**src/rtl/enable_pulse_gen_if.sv**
```systemverilog
// -----------------------------------------------------------------------------
// enable_pulse_gen_if
//   Groups the button/switch inputs and the strobe/data outputs of the
//   counter control front end.
//
//   Signals:
//     btn     raw count pushbutton (asynchronous, bouncy)
//     ld_btn  raw load pushbutton (asynchronous, bouncy)
//     auto    1 selects periodic count ticks (quasi-static)
//     sw      load value switches, W bits (quasi-static)
//     e       one-cycle count-enable pulse
//     load    one-cycle load strobe
//     data    registered load value, W bits
//
//   Modports:
//     master  stimulus side: drives buttons/switches, observes strobes
//     slave   pulse generator side
// -----------------------------------------------------------------------------
interface enable_pulse_gen_if #(
    parameter int W = 4
);
    logic         btn;
    logic         ld_btn;
    logic         auto;
    logic [W-1:0] sw;
    logic         e;
    logic         load;
    logic [W-1:0] data;

    modport master (
        output btn, ld_btn, auto, sw,
        input  e, load, data
    );

    modport slave (
        input  btn, ld_btn, auto, sw,
        output e, load, data
    );
endinterface

```
**src/rtl/enable_pulse_gen.sv**
```systemverilog
// -----------------------------------------------------------------------------
// enable_pulse_gen
//   Control front end for the lab counter. Turns two raw pushbuttons and a
//   free-running prescaler into clean single-cycle count-enable (e) and load
//   strobes, plus a registered load value (data).
//
//   Parameters:
//     DEBOUNCE_CYCLES  consecutive stable synchronized samples needed to accept
//                      a press or a release (>= 2)
//     TICK_DIV         auto-mode tick period in clock cycles (>= 2)
//     W                width of sw/data
//
//   Ports:
//     clk    single clock, rising edge
//     reset  asynchronous, active-low reset
//     bus    enable_pulse_gen_if slave modport (btn, ld_btn, auto, sw in;
//            e, load, data out)
// -----------------------------------------------------------------------------
module enable_pulse_gen #(
    parameter int DEBOUNCE_CYCLES = 4,
    parameter int TICK_DIV        = 10,
    parameter int W               = 4
) (
    input  logic               clk,
    input  logic               reset,
    enable_pulse_gen_if.slave  bus
);

    // Debounce FSM encoding
    localparam logic [1:0] S_IDLE   = 2'd0;
    localparam logic [1:0] S_ARM    = 2'd1;
    localparam logic [1:0] S_HELD   = 2'd2;
    localparam logic [1:0] S_DISARM = 2'd3;

    // The stability counter is cleared on the first sample of a new level
    // (the IDLE->ARM or HELD->DISARM transition), so that first sample is
    // already one of the DEBOUNCE_CYCLES. The counter then only has to reach
    // DEBOUNCE_CYCLES-2 before the final accepting sample.
    localparam int             CW       = (DEBOUNCE_CYCLES > 2) ? $clog2(DEBOUNCE_CYCLES) : 1;
    localparam logic [CW-1:0]  CNT_LAST = CW'(DEBOUNCE_CYCLES - 2);

    localparam int             PW       = (TICK_DIV > 2) ? $clog2(TICK_DIV) : 1;
    localparam logic [PW-1:0]  PRE_LAST = PW'(TICK_DIV - 1);

    // -------------------------------------------------------------------------
    // Two-flop synchronizers; bit 0 = btn, bit 1 = ld_btn
    // -------------------------------------------------------------------------
    logic [1:0] raw;
    logic [1:0] sync1_q;
    logic [1:0] sync2_q;

    assign raw = {bus.ld_btn, bus.btn};

    // NOTE: state registers use non-blocking assignments so every flop samples
    // the pre-edge value of its neighbours, exactly like the hardware.
    always_ff @(posedge clk or negedge reset) begin
        if (!reset) begin
            sync1_q <= '0;
            sync2_q <= '0;
        end else begin
            sync1_q <= raw;
            sync2_q <= sync1_q;
        end
    end

    // -------------------------------------------------------------------------
    // Debounce FSMs, one per button. press[i] is a combinational one-cycle
    // pulse on the ARM->HELD transition; it is registered in the output stage.
    // -------------------------------------------------------------------------
    logic [1:0] press;

    for (genvar i = 0; i < 2; i++) begin : g_db
        logic [1:0]    state_q, state_d;
        logic [CW-1:0] cnt_q, cnt_d;
        logic          press_d;

        // NOTE: every signal written here gets a default first, so no path
        // leaves it unassigned and no latch is inferred.
        always_comb begin
            state_d = state_q;
            cnt_d   = cnt_q;
            press_d = 1'b0;
            case (state_q)
                S_IDLE: begin
                    if (sync2_q[i]) begin
                        state_d = S_ARM;
                        cnt_d   = '0;
                    end
                end
                S_ARM: begin
                    if (!sync2_q[i]) begin
                        state_d = S_IDLE;
                    end else if (cnt_q == CNT_LAST) begin
                        state_d = S_HELD;
                        press_d = 1'b1;
                    end else begin
                        cnt_d = cnt_q + CW'(1);
                    end
                end
                S_HELD: begin
                    if (!sync2_q[i]) begin
                        state_d = S_DISARM;
                        cnt_d   = '0;
                    end
                end
                S_DISARM: begin
                    // A bounce back high during release is still the same press.
                    if (sync2_q[i]) begin
                        state_d = S_HELD;
                    end else if (cnt_q == CNT_LAST) begin
                        state_d = S_IDLE;
                    end else begin
                        cnt_d = cnt_q + CW'(1);
                    end
                end
                default: begin
                    state_d = S_IDLE;
                    cnt_d   = '0;
                end
            endcase
        end

        always_ff @(posedge clk or negedge reset) begin
            if (!reset) begin
                state_q <= S_IDLE;
                cnt_q   <= '0;
            end else begin
                state_q <= state_d;
                cnt_q   <= cnt_d;
            end
        end

        assign press[i] = press_d;
    end

    // -------------------------------------------------------------------------
    // Prescaler: counts only while auto=1; auto=0 parks it at 0 so the first
    // tick after re-enabling comes a full TICK_DIV period later.
    // -------------------------------------------------------------------------
    logic [PW-1:0] pre_q, pre_d;
    logic          tick;

    assign tick = bus.auto && (pre_q == PRE_LAST);

    always_comb begin
        pre_d = pre_q;
        if (!bus.auto) begin
            pre_d = '0;
        end else if (pre_q == PRE_LAST) begin
            pre_d = '0;
        end else begin
            pre_d = pre_q + PW'(1);
        end
    end

    always_ff @(posedge clk or negedge reset) begin
        if (!reset) begin
            pre_q <= '0;
        end else begin
            pre_q <= pre_d;
        end
    end

    // -------------------------------------------------------------------------
    // Output merge. A load strobe wins over any coincident enable; that enable
    // is dropped, and the prescaler keeps its own cadence regardless.
    // -------------------------------------------------------------------------
    logic         e_q, e_d;
    logic         load_q, load_d;
    logic [W-1:0] data_q, data_d;

    always_comb begin
        load_d = press[1];
        e_d    = (press[0] | tick) & ~press[1];
        data_d = press[1] ? bus.sw : data_q;
    end

    always_ff @(posedge clk or negedge reset) begin
        if (!reset) begin
            e_q    <= 1'b0;
            load_q <= 1'b0;
            data_q <= '0;
        end else begin
            e_q    <= e_d;
            load_q <= load_d;
            data_q <= data_d;
        end
    end

    assign bus.e    = e_q;
    assign bus.load = load_q;
    assign bus.data = data_q;

endmodule

```
**src/flat_wrapper.sv**
```systemverilog
// flat-port wrapper written by rule: the top's interface ports become plain ports
module enable_pulse_gen_flat 
#(
    parameter int DEBOUNCE_CYCLES = 4,
    parameter int TICK_DIV        = 10,
    parameter int W               = 4
)
  (clk, reset, bus_btn, bus_ld_btn, bus_auto, bus_sw, bus_e, bus_load, bus_data);
  enable_pulse_gen_if #(.W(W)) bus_i ();
  input  logic clk;
  input  logic reset;
  input wire logic [$bits(bus_i.btn)-1:0] bus_btn;
  input wire logic [$bits(bus_i.ld_btn)-1:0] bus_ld_btn;
  input wire logic [$bits(bus_i.auto)-1:0] bus_auto;
  input wire logic [$bits(bus_i.sw)-1:0] bus_sw;
  output wire logic [$bits(bus_i.e)-1:0] bus_e;
  output wire logic [$bits(bus_i.load)-1:0] bus_load;
  output wire logic [$bits(bus_i.data)-1:0] bus_data;
  assign bus_i.btn = bus_btn;
  assign bus_i.ld_btn = bus_ld_btn;
  assign bus_i.auto = bus_auto;
  assign bus_i.sw = bus_sw;
  assign bus_e = bus_i.e;
  assign bus_load = bus_i.load;
  assign bus_data = bus_i.data;
  enable_pulse_gen #(.DEBOUNCE_CYCLES(DEBOUNCE_CYCLES), .TICK_DIV(TICK_DIV), .W(W)) u_core (.clk(clk), .reset(reset), .bus(bus_i));
endmodule
```
**config.mk**
```make
export PLATFORM = sky130hd
export DESIGN_NAME = enable_pulse_gen_flat
export DESIGN_NICKNAME = d
export VERILOG_FILES = /design/src/rtl/enable_pulse_gen_if.sv /design/src/rtl/enable_pulse_gen.sv /design/src/flat_wrapper.sv
export SDC_FILE = /design/constraint.sdc
export NUM_CORES = 1
export LEC_CHECK = 0
export CAP_MARGIN = 20
export CORE_UTILIZATION = 50
export CTS_CLUSTER_DIAMETER = 50
export DETAILED_ROUTE_END_ITERATION = 8
export MAX_ROUTING_LAYER = met4
export PLACE_DENSITY = 0.76
export SYNTH_ARGS = -nofsm -noshare
export SYNTH_HDL_FRONTEND = slang
export SYNTH_SLANG_ARGS = --single-unit
```
**constraint.sdc**
```tcl
create_clock -name clk -period 1.6 [get_ports clk]
set_clock_uncertainty 0.15 [all_clocks]
set_input_delay 0.4 -clock clk [delete_from_list [all_inputs] [get_ports clk]]
set_output_delay 0.4 -clock clk [all_outputs]
set_load 0.02 [all_outputs]
```
==> run_results.csv, run 1 <==
group,metric,value,unit
cells_and_area,nets,104,
sta,tightest_slew,0.352,ns
clock_network,cts_setup_buffers,0,
placed_design,place.gp.congestion,0.729,
synthesis,synth_top_area_share,60.6,%
global_routing,grt_max_degree,23,
detailed_routing,wl_per_cell,12.1,um
pwr,powerDensity,1520,nW/um2
setup_path,start_kind,"flip-flop",
global_routing,grt_util_met3,2.45,%
global_routing,grt_pass1_wl,2300,um
global_routing,grt_busiest_layer,"met2",
synthesis,yosysUniqueCellTypes,22,
synthesis,syn_nets,84,
sta,relSlewSlack,76.4,%
global_routing,antenna_found_initial,0,
placed_design,place_inst,110,
floorplanning,rows,15,
sta,fmax,0.649,GHz
sta,rsz0062_at_grt,"false",
clock_network,cts_buffer_depth,2,
synthesis,yosys.area.top_type,"dfrtp_1",
synthesis,synth_cells,70,
cells_and_area,drive_gt1_share,14.6,%
synthesis,ys.warnings.count,0,
clock_network,clock_sinks,22,
pwr,vdd_ir_drop_max,0.836,mV
setup_path,slowest_stage,"dfrtp_1",
synthesis,yosysSeqAreaShare,60.6,%
placed_design,io_buffers,14,
setup_path,crit_type,"reg2out",
cells_and_area,syn_to_final_growth,23.4,%
hold_path,hold_class,"reg2reg",
floorplanning,die_y,44.6,um
clock_network,numCtsBuffers,3,
pwr,power.leakage,0.524,nW
setup_path,critPathMaxStageDelay,0.40,ns
clock_network,ctsRootBufferMaster,"clkbuf_4",
setup_path,crit_chain,"clkdlybuf4s15_1",
sta,hold_viol,0,
synthesis,avgSynthCellArea,13.0,um2
sta,tns,0,ns
detailed_routing,drt-total-wl,1370,um
detailed_routing,drtIter0Drc,7,
detailed_routing,drtPass1Iterations,4,
global_routing,grt_overflow_total,0,
outcome,status,"finished, final reports clean",
detailed_routing,drtAntennaViolNets,0,
detailed_routing,remaining_drc_errors,0,
clock_network,cts_max_level,1,
floorplanning,core,1710,um2
floorplanning,die_area,1990,um2
setup_path,critPathRequiredTime,1.05,ns
synthesis,synthTopCellsByArea,"dfrtp_1 61%, mux2_2 8.7%, ha_1 6.9%",
synthesis,ys_ff_latch,22,
flow_run,max-cap-violations,0,
setup_path,cp_num_buf_inv,1,
floorplanning,die_w,44.6,um
floorplanning,initial_core_util,53.2,%
sta,finalSetupViolCount,0,
detailed_routing,num_vias,570,
global_routing,grtUsageTotal,17.3,%
global_routing,met2_usage,26.8,%
clock_network,insertion_delay,0.30,ns
global_routing,grt_pass1_vias,538,
setup_path,cp_top_family,"flip-flops",
clock_network,cts_tree,"built",
setup_path,critPathMaxFanout,2,
floorplanning,ios,15,
sta,final.min_clock_period,1.54,ns
cells_and_area,diodes,0,
detailed_routing,vias_per_cell,5.00,
placed_design,dpl.hpwl,1030,um
global_routing,use_met1,21.2,%
clock_network,clk_pin_slew,0.11,ns
sta,min_period_over_period,96.3,%
setup_path,arrival,0.99,ns
cells_and_area,finalNonFillerCells,114,
setup_path,cp-end-kind,"output port",
sta,drv_slew,0,
synthesis,netlist_area,908,um2
worst paths after layout:
| kind | start | cells past startpoint | to | slack (ns) |
|---|---|---|---|---|
| worst min-delay path | u_core.sync1_q[1]$_DFF_PN0_ | 0 | u_core.sync2_q[1]$_DFF_PN0_ | 0.21 |
| worst min register to register | u_core.sync1_q[1]$_DFF_PN0_ | 0 | u_core.sync2_q[1]$_DFF_PN0_ | 0.21 |
| max in group asynchronous | reset | 2 | u_core.pre_q[0]$_DFF_PN0_ | 0.81 |
| min in group asynchronous | reset | 2 | u_core.g_db[0].cnt_q[0]$_DFFE_PN0P_ | 0.28 |
| worst max-delay path | u_core.bus.data[2]$_DFFE_PN0P_ | 1 | bus_data[2] | 0.06 |
| worst max register to register | u_core.g_db[0].cnt_q[1]$_DFFE_PN0P_ | 3 | u_core.g_db[0].cnt_q[0]$_DFFE_PN0P_ | 0.11 |
per-stage QoR:
step	hold WS (ns)	setup WS (ns)	instance area (um2)	power, mW	util (%)
6_report	0.215	0.0596	1120	1.70	65.6
5_1_grt	0.222	0.00722	1120	1.81	65.6
4_1_cts	0.217	0.0106	1120	1.71	65.3
3_5_place_dp	0.190	0.115	1090	1.45	63.7
3_3_place_gp	0.185	0.117	1090	1.42	63.7
2_1_floorplan	-0.0456	0.205	908	1.22	-
routing by layer:
layer  part of all wire (%)  up-vias
li1                       -      281
met1                     46      270
met2                     48       17
met3                    4.9        2
met4                   0.87        0
met5                      0        -
area by class of cell:
class,instances,area [um2]
Fill cell,124,587
Sequential cell,22,551
Multi-Input combinational cell,43,339
Timing Repair Buffer,15,145
Clock buffer,4,36.3
Tap cell,25,31.3
Inverter,5,18.8
cells by family (layout without fill, tap and decap cells):
| family | count (synthesis) | after routing | share of synthesized area (%) |
|---|---|---|---|
| mux | 8 | 8 | 9.78 |
| fa+ha+maj | 5 | 5 | 6.89 |
| buf+inv | 5 | 24 | 2.07 |
| xor+xnor | 2 | 2 | 1.93 |
| simple gates | 19 | 19 | 12.3 |
| flops | 22 | 22 | 60.6 |
| compound gates | 9 | 9 | 6.47 |
flip-flops by register name, indices dropped and copies added, names as in the netlist, named ones only:
register	count
u_core.bus.data	4
u_core.g_db.cnt_q	4
u_core.pre_q	4
u_core.g_db.state_q	2
u_core.sync1_q	2
u_core.sync2_q	2
u_core.bus.e	1
u_core.bus.load	1
synthesized netlist by cell type:
library cell and n:
dfrtp_1 22, mux2_2 7, nand2_1 7, ha_1 5, inv_1 5, a21oi_1 3
nand4b_1 3, nor2_1 2, nor3b_1 2, o21ai_0 2, a21boi_0 1, a22o_2 1
and3_1 1, mux2i_1 1, nand2b_1 1, nand3b_1 1, nor2b_1 1, o31a_1 1
o31ai_1 1, or4b_1 1, xnor2_1 1, xor2_1 1
what timing repair did:
item / CTS / global route
resized for setup: 6 / 4
hold buffers: 0 / 0
hold endpoints to repair: 0 / 0
setup endpoints to repair: 6 / 4
layout by cell type (no fill, tap or decap), drive strengths merged, types with 2 or more instances in the layout:
master,netlist,layout
clkdlybuf4s50,0,8
inv,5,5
mux2,7,7
a21oi,3,3
nand2,7,7
ha,5,5
dlygate4sd2,0,2
clkbuf,0,4
clkdlybuf4s15,0,4
nor2,2,2
dfrtp,22,22
nand4b,3,3
o21ai,2,2
nor3b,2,2
power by group:
part / internal (mW) / switching, mW / total (mW) / leakage, nW
Combinational: 0.293 / 0.274 / 0.567 / 0.229
Clock: 0.139 / 0.155 / 0.294 / 0.0210
Sequential: 0.719 / 0.120 / 0.839 / 0.274
Total: 1.15 / 0.550 / 1.70 / 0.524
Note: power is estimated with default switching activity, not from simulation.
==> run 2: changes to the inputs <==
--- a/config.mk
+++ b/config.mk
@@ -11,6 +11,7 @@
 export DETAILED_ROUTE_END_ITERATION = 8
 export MAX_ROUTING_LAYER = met4
 export PLACE_DENSITY = 0.76
+export SLEW_MARGIN = 30
 export SYNTH_ARGS = -nofsm -noshare
 export SYNTH_HDL_FRONTEND = slang
 export SYNTH_SLANG_ARGS = --single-unit
==> results of run 2 <==
Same layout as run 1: the final DEF is identical, and so are final timing and power.
==> run 3: changes to the inputs <==
--- a/config.mk
+++ b/config.mk
@@ -5,12 +5,14 @@
 export SDC_FILE = /design/constraint.sdc
 export NUM_CORES = 1
 export LEC_CHECK = 0
+export ABC_CLOCK_PERIOD_IN_PS = 1600
 export CAP_MARGIN = 20
-export CORE_UTILIZATION = 50
+export CORE_UTILIZATION = 45
 export CTS_CLUSTER_DIAMETER = 50
 export DETAILED_ROUTE_END_ITERATION = 8
 export MAX_ROUTING_LAYER = met4
-export PLACE_DENSITY = 0.76
+export PLACE_DENSITY = 0.69
+export SETUP_SLACK_MARGIN = 0.02
 export SLEW_MARGIN = 30
 export SYNTH_ARGS = -nofsm -noshare
 export SYNTH_HDL_FRONTEND = slang
==> run_results.csv, run 3 (synthesized netlist as in run 1, its figures left out) <==
group,metric,value,unit
cells_and_area,final_cell_mix,"22 x dfrtp_1, 8 x clkdlybuf4s50_1, 7 x nand2_1, 7 x mux2_2, 5 x inv_1",
global_routing,grt_max_degree,23,
floorplanning,rows,15,
setup_path,critPathMaxFanout,1,
clock_network,numCtsBuffers,3,
detailed_routing,drtAntennaViolNets,0,
placed_design,place_area,1090,um2
pwr,p_comb_share,31.2,%
clock_network,ctsRootBufferMaster,"clkbuf_4",
global_routing,antenna_found_initial,0,
cells_and_area,diodes,0,
setup_path,critPathMaxStageDelay,0.37,ns
sta,whs,0.212,ns
detailed_routing,wl_per_cell,11.3,um
cells_and_area,drive_gt1_share,16.7,%
detailed_routing,dr_wl_met3,31,um
global_routing,grt_pass1_wl,2180,um
global_routing,grt_pass1_vias,522,
cells_and_area,syn_to_final_growth,26.3,%
detailed_routing,vias_per_cell,4.97,
floorplanning,die_area,2200,um2
global_routing,grtUsageTotal,15.1,%
sta,hold_viol,0,
setup_path,critPathRequiredTime,1.05,ns
hold_path,hold_class,"reg2reg",
sta,finalSetupViolCount,0,
setup_path,cp-end-kind,"output port",
placed_design,dpl.hpwl,962,um
sta,fmax,0.651,GHz
cells_and_area,fillerInstances,156,
sta,min_period_over_period,96.1,%
clock_network,cts_max_level,1,
floorplanning,die_w,46.9,um
clock_network,insertion_delay,0.30,ns
setup_path,crit_type,"reg2out",
detailed_routing,num_vias,571,
flow_run,max-cap-violations,0,
sta,relSlewSlack,75.7,%
sta,tns,0,ns
clock_network,clk_pin_slew,0.12,ns
floorplanning,die_y,46.9,um
placed_design,place.gp.congestion,0.733,
cells_and_area,final_common_cell,"dfrtp_1",
setup_path,arrival,0.99,ns
detailed_routing,drt-total-wl,1300,um
clock_network,cts_buffer_depth,2,
pwr,swShare,29.8,%
setup_path,cp_top_family,"flip-flops",
floorplanning,core,1800,um2
pwr,pwr-share-clk,23.1,%
detailed_routing,wl_met1,657,um
pwr,p_seq_share,45.7,%
outcome,status,"finished, final reports clean",
cells_and_area,finalNonFillerCells,115,
detailed_routing,wl_met2,598,um
detailed_routing,remaining_drc_errors,0,
detailed_routing,drtPass1Iterations,4,
floorplanning,ios,15,
clock_network,cts_hold_buffers,0,
detailed_routing,top_layer,"met4",
pwr,p_int,1.27,mW
pwr,power.leakage,0.533,nW
setup_path,start_kind,"flip-flop",
detailed_routing,drtIter0Drc,7,
pwr,vdd_ir_drop_max,1.01,mV
clock_network,cts_tree,"built",
sta,rsz0062_at_grt,"true",
setup_path,crit_chain,"dlygate4sd2_1",
setup_path,cp_num_buf_inv,1,
sta,tightest_slew,0.362,ns
placed_design,io_buffers,14,
cells_and_area,layout.cell_area.non_filler,1150,um2
global_routing,grt_overflow_total,0,
floorplanning,initial_core_util,50.4,%
sta,drv_slew,0,
clock_network,clock_sinks,22,
setup_path,slowest_stage,"dfrtp_1",
placed_design,place_inst,110,
cells_and_area,nets,105,
pwr,powerDensity,1570,nW/um2
pwr,p_sw,0.538,mW
sta,final.min_clock_period,1.54,ns
[run 3: layout make-up]
| class | count | area (um2) | share of cell area (%) |
|---|---|---|---|
| clock buffer | 3 | 22.5 | 1.96 |
| inverter | 5 | 18.8 | 1.64 |
| tap | 25 | 31.3 | 2.73 |
| multi-input combinational | 43 | 342 | 29.8 |
| sequential | 22 | 551 | 48.0 |
| timing repair buffer | 16 | 153 | 13.3 |
| clock inverter | 1 | 30.0 | 2.62 |
[run 3: final timing paths]
| path | depth (start not counted) | endpoint | slack [ns] | from |
|---|---|---|---|---|
| setup / recovery | 1 | bus_e | 0.06 | u_core.bus.e$_DFF_PN0_ |
| hold / removal | 0 | u_core.sync2_q[1]$_DFF_PN0_ | 0.21 | u_core.sync1_q[1]$_DFF_PN0_ |
| setup reg to reg | 4 | u_core.bus.data[0]$_DFFE_PN0P_ | 0.12 | u_core.g_db[1].cnt_q[0]$_DFFE_PN0P_ |
| hold reg to reg | 0 | u_core.sync2_q[1]$_DFF_PN0_ | 0.21 | u_core.sync1_q[1]$_DFF_PN0_ |
| max in group asynchronous | 2 | u_core.bus.data[1]$_DFFE_PN0P_ | 0.81 | reset |
| min in group asynchronous | 2 | u_core.pre_q[3]$_DFF_PN0_ | 0.28 | reset |
[run 3: power groups by stage]
| stage | registers, mW | clock network (mW) | logic (mW) |
|---|---|---|---|
| detailed placement | 0.840 | 0 | 0.589 |
| finish | 0.826 | 0.418 | 0.563 |
| global route | 0.854 | 0.447 | 0.629 |
| floorplan | 0.889 | 0 | 0.327 |
| global placement | 0.835 | 0 | 0.581 |
| CTS | 0.825 | 0.429 | 0.555 |
[run 3: routing by layer]
| layer | vias to the layer above | GRT usage (%) |
|---|---|---|
| met5 | - | - |
| met4 | 0 | 8.57 |
| met3 | 2 | 2.31 |
| met2 | 11 | 23.1 |
| met1 | 274 | 19.0 |
| li1 | 284 | - |
[run 3: per-stage QoR]
| stage | utilization [%] | power (mW) | setup slack, ns |
|---|---|---|---|
| floorplan | - | 1.22 | 0.205 |
| global placement | 60.3 | 1.42 | 0.121 |
| detailed placement | 60.3 | 1.43 | 0.111 |
| CTS | 62.8 | 1.81 | 0.0232 |
| global route | 63.7 | 1.93 | 0.0129 |
| finish | 63.7 | 1.81 | 0.0628 |
[run 3: repair_timing]
action,CTS,global route
cloned,0,0
gates resized for setup,6,5
endpoints found under the setup margin,6,6
buffers inserted,0,1
